**src/rtl/seven_seg_scan.sv**
```systemverilog
// Time-multiplexed 4-digit common-anode seven-segment scanner with guard gaps between digits.
// Optional leading-zero blanking is enabled by defining SEVEN_SEG_LZB_EN.
module seven_seg_scan #(
   parameter int unsigned REFRESH_DIV = 50000,
   parameter int unsigned GAP_CYCLES  = 4,
   parameter int unsigned CNT_W       = 16
) (
   input  logic       clk,
   input  logic       rst_n,
   input  logic       load,
   input  logic [3:0] hezar_in,
   input  logic [3:0] sad_in,
   input  logic [3:0] dah_in,
   input  logic [3:0] yek_in,
   input  logic [3:0] dp_in,
   output logic [3:0] an,
   output logic [6:0] seg,
   output logic       dp,
   output logic       frame_tick
);

   localparam logic [CNT_W-1:0] ShowLast = CNT_W'(REFRESH_DIV - 1);
   localparam logic [CNT_W-1:0] GapLast  = CNT_W'((GAP_CYCLES == 0) ? 0 : GAP_CYCLES - 1);

   typedef enum logic {StShow, StGap} state_e;

   state_e           state_q, state_d;
   logic [CNT_W-1:0] cnt_q, cnt_d;
   logic [1:0]       idx_q, idx_d;
   logic             wrap_q, wrap_d;
   logic [3:0]       dig_q [4];
   logic [3:0]       dpm_q;
   logic [3:0]       an_d;
   logic [6:0]       seg_d;
   logic             dp_d;
   logic [3:0]       blank;

   function automatic logic [6:0] decode(input logic [3:0] v);
      case (v)
         4'd0:    decode = 7'h40;
         4'd1:    decode = 7'h79;
         4'd2:    decode = 7'h24;
         4'd3:    decode = 7'h30;
         4'd4:    decode = 7'h19;
         4'd5:    decode = 7'h12;
         4'd6:    decode = 7'h02;
         4'd7:    decode = 7'h78;
         4'd8:    decode = 7'h00;
         4'd9:    decode = 7'h10;
         default: decode = 7'h3F;
      endcase
   endfunction

`ifdef SEVEN_SEG_LZB_EN
   logic lz3, lz2, lz1;
   // A digit is blank only while every more-significant digit is blank too.
   always_comb begin
      lz3   = (dig_q[3] == 4'd0);
      lz2   = lz3 && (dig_q[2] == 4'd0);
      lz1   = lz2 && (dig_q[1] == 4'd0);
      blank = {lz3, lz2, lz1, 1'b0};
   end
`else
   always_comb begin
      blank = 4'b0000;
   end
`endif

   always_comb begin
      state_d = state_q;
      cnt_d   = cnt_q + 1'b1;
      idx_d   = idx_q;
      wrap_d  = 1'b0;
      an_d    = 4'b1111;
      seg_d   = 7'h7F;
      dp_d    = 1'b1;
      case (state_q)
         StShow: begin
            if (!blank[idx_q]) begin
               an_d  = ~(4'b0001 << idx_q);
               seg_d = decode(dig_q[idx_q]);
               dp_d  = ~dpm_q[idx_q];
            end
            if (cnt_q == ShowLast) begin
               cnt_d = '0;
               if (GAP_CYCLES == 0) begin
                  idx_d  = idx_q + 2'd1;
                  wrap_d = (idx_q == 2'd3);
               end else begin
                  state_d = StGap;
               end
            end
         end
         StGap: begin
            if (cnt_q == GapLast) begin
               cnt_d   = '0;
               idx_d   = idx_q + 2'd1;
               wrap_d  = (idx_q == 2'd3);
               state_d = StShow;
            end
         end
         default: state_d = StShow;
      endcase
   end

   // Outputs are registered from the pre-edge state, so frame_tick trails wrap_q by one edge.
   always_ff @(posedge clk) begin
      if (!rst_n) begin
         state_q    <= StShow;
         cnt_q      <= '0;
         idx_q      <= 2'd0;
         wrap_q     <= 1'b0;
         dig_q      <= '{default: 4'd0};
         dpm_q      <= 4'd0;
         an         <= 4'b1111;
         seg        <= 7'h7F;
         dp         <= 1'b1;
         frame_tick <= 1'b0;
      end else begin
         state_q    <= state_d;
         cnt_q      <= cnt_d;
         idx_q      <= idx_d;
         wrap_q     <= wrap_d;
         an         <= an_d;
         seg        <= seg_d;
         dp         <= dp_d;
         frame_tick <= wrap_q;
         if (load) begin
            dig_q[3] <= hezar_in;
            dig_q[2] <= sad_in;
            dig_q[1] <= dah_in;
            dig_q[0] <= yek_in;
            dpm_q    <= dp_in;
         end
      end
   end

endmodule

```
**config.mk**
```make
export PLATFORM = sky130hd
export DESIGN_NAME = seven_seg_scan
export DESIGN_NICKNAME = d
export VERILOG_FILES = /design/src/rtl/seven_seg_scan.sv
export SDC_FILE = /design/constraint.sdc
export NUM_CORES = 1
export LEC_CHECK = 0
export BUFFER_PORTS_ARGS = -buffer_cell sky130_fd_sc_hd__buf_2
export CORE_ASPECT_RATIO = 1.4
export CORE_MARGIN = 1
export CORE_UTILIZATION = 40
export CTS_BUF_LIST = sky130_fd_sc_hd__clkbuf_8
export CTS_CLUSTER_DIAMETER = 150
export CTS_CLUSTER_SIZE = 40
export DETAILED_ROUTE_END_ITERATION = 12
export GPL_ROUTABILITY_DRIVEN = 0
export PLACE_DENSITY = 0.6
export SLEW_MARGIN = 10
export SYNTH_ARGS = -nofsm -noshare
export SYNTH_HDL_FRONTEND = slang
export SYNTH_SLANG_ARGS = --single-unit
```
**constraint.sdc**
```tcl
create_clock -name clk -period 4.93 [get_ports clk]
set_clock_uncertainty 0.2 [all_clocks]
set_input_delay 0.986 -clock clk [delete_from_list [all_inputs] [get_ports clk]]
set_output_delay 0.986 -clock clk [all_outputs]
set_load 0.02 [all_outputs]
```
==> out/summary.txt, run 1 <==
Total global routing overflow -> 0
H-tree levels -> 2
Critical Path End Type -> flop
Die height -> 90.7 um
Int Power -> 0.574 mW
Core area -> 0.00528 mm2
Req. time, crit path -> 4.89 ns
First-pass GRT wire length -> 6.96 mm
Reg power frac -> 60.2%
Vias per inst -> 5.00
CTS buffer count -> 5
Final Hold Fails -> 0
Antenna violations before repair -> 0
Clk pwr share -> 30.2%
Kind of critical path -> reg2reg
Worst r2r dst -> cnt_q[4]$_SDFF_PN0_
Clock latency on the worst-skew pair -> 0.30 ns
Worst setup margin -> 2.44 ns
Synth Flop Type -> dfxtp_1
CTS tree -> built
Synth Instances -> 229
Avg Inst Size Synth -> 9.81 um2
Status -> finished, final reports clean
Max Clk Rate -> 0.401 GHz
Sw Pwr -> 0.181 mW
Peak supply drop -> 0.142 mV
Initial DRC count -> 61
R2R Setup Slk -> 2.44 ns
Seq/Total Area, Yosys -> 47.2%
Top cells by area, synth -> dfxtp_1 47%, mux2i_1 9.4%, nor2_1 6.5%
GR Util All Layers -> 15.0%
Dominant cell type by area after synthesis -> dfxtp_1
Power density cells -> 296 mW/mm2
WHS Path Cells -> 1
Most common cell in the netlist -> dfxtp_1
WL final -> 4.04 mm
# Post-CTS Setup Buffers -> 0
Max-slew violations -> 0
Post-DRT Antenna Nets -> 0
Final setup TNS -> 0 ns
First-pass detailed-route iteration total -> 4
Largest net degree at the start of global routing -> 25
Final Power -> 0.755 mW
Placement Setup Slack -> 2.31 ns
Comb pwr share -> 9.6%
Hold/Removal Path Class -> reg2reg
Period utilization -> 50.6%
Core Util, Final -> 48.3%
Initial Utilization -> 42.6%
Asr flop ratio synth -> 0%
Yosys warns -> 0
Layout area overhead -> 13.4%
Fill count -> 527
Yosys cell types -> 32
Final setup fails -> 0
Placed Area -> 0.00246 mm2
Sink Count -> 53
Worst EP arrival -> 2.45 ns
CP Max Fanout -> 16
RSZ-0062 raised after global routing -> no
Vias in the first global route -> 1567
Cells on worst reg2reg path -> 5
Fraction of layout cells with a size suffix above 1 -> 19.8%
Cell row count -> 31
Max_cap viols -> 0
Nets -> 295
Die Width -> 65.3 um
Min Clock Period, post-route -> 2.49 ns
Post_cts resized -> 0
Leak -> 1.06 nW
Yosys reg bits -> 53
DPL Wire Length -> 3.01 mm
Clock Tree Buf Depth -> 2
Reg clk slew, reported paths -> 0.09 ns
Clock Tree Root -> clkbuf_8
Ant. Diodes -> 0
Sw Ratio -> 24.0%
Vias -> 1645
Crit path launch type -> flop
Slew headroom -> 52.7%
Port bufs -> 35
Syn nets -> 262
Drt drc -> 0
Area share of the largest cell type after synthesis -> 47.2%
Cell area after layout -> 0.00255 mm2
Worst slew pin tran -> 0.708 ns
Hold Path End -> frame_tick$_SDFF_PN0_
EDFF count, synth -> 0
Routed WL per cell -> 12.3 um
Worst r2r src -> cnt_q[0]$_SDFF_PN0_
I/O Pins -> 36
Die Area -> 0.00593 mm2
Synthesized area -> 0.00225 mm2
Top post-synthesis cells by count -> 53 x dfxtp_1, 39 x nor2_1, 21 x mux2i_1
Hold Startpoint -> wrap_q$_SDFF_PN0_
CTS Hold Bufs -> 0
## critical path: stages (launching register included)
cell and delay (ns):
dfxtp_1 0.41, ha_1 0.28, nor4b_1 0.38, nand4_1 0.33, o211ai_2 0.65, nor2_1 0.11
## flip-flops by register name, indices dropped and copies added, names as in the netlist
signal	cells
an	4
cnt_q	16
dig_q	16
dp	1
dpm_q	4
frame_tick	1
idx_q	2
seg	7
state_q	1
wrap_q	1
## cell usage in the layout, fill, tap and decap left out, drive strengths merged, types with 2 or more instances in the layout
cell    count
nor3        6
xor2        5
ha         10
nor4        4
nand3       5
inv        16
mux2i      21
dfxtp      53
o21ai       9
clkbuf      5
a21oi       6
nand2      13
or3         3
and4        2
nor2       39
buf        35
xnor2       8
mux4        5
and2        2
nand4       6
## cells by family (layout without fill, tap and decap cells)
group	Yosys count	count (layout)	synth area share, %
adders and majority gates	10	10	5.57
xor gates and xnor gates	13	13	5.07
muxes	27	27	14.9
and+or+nand+nor	86	86	18.9
buffers and inverters	23	57	4.12
DFF	53	53	47.2
AOI/OAI and AO/OA	17	17	4.23
## worst max-delay path by stage
stage	start	cells past startpoint	to
after global placement	rst_n	5	seg[2]$_SDFF_PP1_
final	cnt_q[0]$_SDFF_PN0_	5	cnt_q[4]$_SDFF_PN0_
after CTS	cnt_q[0]$_SDFF_PN0_	5	cnt_q[3]$_SDFF_PN0_
after global routing	cnt_q[0]$_SDFF_PN0_	5	cnt_q[4]$_SDFF_PN0_
after floorplan	idx_q[0]$_SDFFE_PN0P_	8	seg[4]$_SDFF_PP1_
after detailed placement	rst_n	5	seg[3]$_SDFF_PP1_
## metrics by stage
step / instances / hold WS (ns)
floorplan: 229 / 0.212
global placement: 321 / 0.222
detailed placement: 321 / 0.229
CTS: 329 / 0.259
global route: 329 / 0.291
finish: 329 / 0.251
## cell type report
| cell class | count | area, um2 | share of cell area (%) |
|---|---|---|---|
| clock inverters | 3 | 15.0 | 0.589 |
| well taps | 66 | 82.6 | 3.24 |
| clock buffers | 5 | 68.8 | 2.70 |
| inverters | 14 | 52.6 | 2.06 |
| flip-flops and latches | 53 | 1060 | 41.6 |
| multi-input cells | 153 | 1090 | 42.9 |
| repair buffers | 35 | 175 | 6.87 |
## per-layer routing
metal	wire length [um]	up-vias	track usage (%)
li1	-	843	-
met4	73	0	5.43
met1	1740	766	16.8
met3	148	5	3.66
met5	0	-	0
met2	2080	31	26.8
## power by group through the flow
stage | sequential (mW) | combinational (mW) | clock (mW)
2_1_floorplan | 0.470 | 0.0440 | 0
3_3_place_gp | 0.465 | 0.0723 | 0
3_5_place_dp | 0.465 | 0.0735 | 0
4_1_cts | 0.455 | 0.0737 | 0.241
5_1_grt | 0.457 | 0.0815 | 0.258
6_report | 0.455 | 0.0723 | 0.228
(Power assumes the default switching activity.)
==> run 2, diff against run 1 <==
==> constraint.sdc (replaced) <==
create_clock -name clk -period 2.3 [get_ports clk]
set_clock_uncertainty 0.2 [all_clocks]
set_input_delay 0.46 -clock clk [delete_from_list [all_inputs] [get_ports clk]]
set_output_delay 0.46 -clock clk [all_outputs]
set_load 0.02 [all_outputs]
==> run 2 against run 1 <==
Maximum frequency increased by 19%. Wire length up 4.4%. Final cell count rose by 2.7%. Combinational power is 130% higher. Setup slack got worse by 2.2 ns. Global-route usage is 0.71 points higher. Largest cell class unchanged. Largest power group unchanged.
==> out/summary.txt, run 2 (synthesis gave the netlist of run 1 again) <==
Nets -> 304
Fill count -> 532
Worst slew pin tran -> 0.580 ns
Kind of critical path -> reg2reg
Final setup fails -> 0
Hold/Removal Path Class -> in2reg
Post-DRT Antenna Nets -> 0
Worst EP arrival -> 2.09 ns
CP max stage cell -> mux4_2
Critical Path Most Common Cell -> inv_1
Worst r2r dst -> seg[4]$_SDFF_PP1_
Clock Tree Root -> clkbuf_8
First-pass detailed-route iteration total -> 4
Min Clock Period, post-route -> 2.10 ns
Initial DRC count -> 89
Crit path max-delay family -> multiplexers
Die Width -> 65.3 um
Vias -> 1663
Placed cell count -> 330
Port bufs -> 35
Biggest regs -> cnt_q x16, dig_q x16, seg x7
First-pass GRT wire length -> 7.30 mm
CP Max Fanout -> 4
WP buf/inv -> 2
I/O Pins -> 36
Initial Utilization -> 42.6%
Status -> finished, final reports clean
Worst setup margin -> 0.204 ns
# Post-CTS Setup Buffers -> 0
Cell area after layout -> 0.00264 mm2
Die Area -> 0.00593 mm2
CTS tree -> built
Final Non-Filler Cells -> 338
Worst r2r src -> idx_q[0]$_SDFFE_PN0P_
Hold Path End -> dig_q[11]$_SDFFE_PN0P_
Leak -> 1.11 nW
Placement Setup Slack -> 0.164 ns
Peak supply drop -> 0.370 mV
CTS Hold Bufs -> 0
Die height -> 90.7 um
CTS buffer count -> 5
Antenna violations before repair -> 0
CP startpoint -> idx_q[0]$_SDFFE_PN0P_
Vias in the first global route -> 1636
RSZ-0062 raised after global routing -> no
Fraction of layout cells with a size suffix above 1 -> 23.5%
Drt drc -> 0
Clock latency on the worst-skew pair -> 0.30 ns
Most frequent cells in the layout -> 53 x dfxtp_1, 39 x nor2_1, 35 x buf_2
Final Hold Fails -> 0
Cell row count -> 31
R2R Setup Slk -> 0.20 ns
Routed WL per cell -> 12.5 um
DPL Wire Length -> 3.09 mm
Sink Count -> 53
Clock Tree Buf Depth -> 2
Final setup TNS -> 0 ns
WHS Path Cells -> 3
H-tree levels -> 2
Layout area overhead -> 17.5%
Vias per inst -> 4.92
Reg clk slew, reported paths -> 0.09 ns
Most common cell after layout, fill and taps aside -> dfxtp_1
Slew headroom -> 61.3%
Power density cells -> 644 mW/mm2
Max Clk Rate -> 0.477 GHz
Max incr delay on CP -> 0.57 ns
Crit path cell chain -> mux4_2, inv_1, ha_1, inv_1, mux2_2, mux2i_1, nand2_1
Req. time, crit path -> 2.30 ns
GR Util All Layers -> 15.7%
Max-slew violations -> 0
Total global routing overflow -> 0
Critical Path End Type -> flop
Hold Startpoint -> dah_in[3]
Placed Area -> 0.00253 mm2
Largest net degree at the start of global routing -> 24
Crit path launch type -> flop
Core area -> 0.00528 mm2
Period utilization -> 91.1%
Max_cap viols -> 0
WL final -> 4.22 mm
Cells on worst reg2reg path -> 7
Ant. Diodes -> 0
run 2: repair_timing:
action	4_1_cts	5_1_grt
endpoints found under the setup margin	0	17
endpoints found under the hold margin	0	0
resized for setup	0	1
run 2: area by class of cell:
class / count / area, um2 / area share, %
Multi-Input combinational cell: 153 / 1100 / 41.7
Tap cell: 66 / 82.6 / 3.13
Clock buffer: 7 / 96.3 / 3.65
Sequential cell: 53 / 1060 / 40.2
Timing Repair Buffer: 44 / 243 / 9.19
Inverter: 14 / 52.6 / 1.99
Clock inverter: 1 / 5.00 / 0.190
run 2: per-stage QoR:
| stage | hold slack (ns) | total power [mW] | util [%] |
|---|---|---|---|
| after floorplan | 0.212 | 1.10 | - |
| final | 0.192 | 1.70 | 50.0 |
| after CTS | 0.191 | 1.72 | 49.9 |
| after detailed placement | 0.226 | 1.16 | 48.0 |
| after global placement | 0.215 | 1.16 | 48.0 |
| after global routing | 0.206 | 1.78 | 50.0 |
run 2: worst max-delay path by stage:
stage | slack [ns] | end | cells past startpoint
floorplan | 0.15 | seg[4]$_SDFF_PP1_ | 8
global placement | 0.21 | cnt_q[10]$_SDFF_PN0_ | 6
detailed placement | 0.16 | cnt_q[2]$_SDFF_PN0_ | 6
CTS | 0.14 | cnt_q[3]$_SDFF_PN0_ | 6
global route | 0.08 | cnt_q[6]$_SDFF_PN0_ | 6
finish | 0.20 | seg[4]$_SDFF_PP1_ | 7
run 2: power breakdown:
part	total, mW	switching, mW	leakage, nW	internal, mW
Combinational	0.164	0.0899	0.625	0.0743
Sequential	0.975	0.0197	0.435	0.956
Clock	0.559	0.287	0.0542	0.272
Total	1.70	0.397	1.11	1.30
run 2: worst reg2reg max path, delay by kind of cell (launching register included):
family | cells | cell delay, ns
simple gates | 1 | 0.07
fa+ha+maj | 1 | 0.16
flops | 1 | 0.43
buf+inv | 2 | 0.20
mux | 3 | 0.95
run 2: layer usage:
layer	track usage, %	part of all wire, %
met1	18.0	43
met2	27.7	52
met3	3.66	3.5
met4	5.80	1.5
met5	0	0
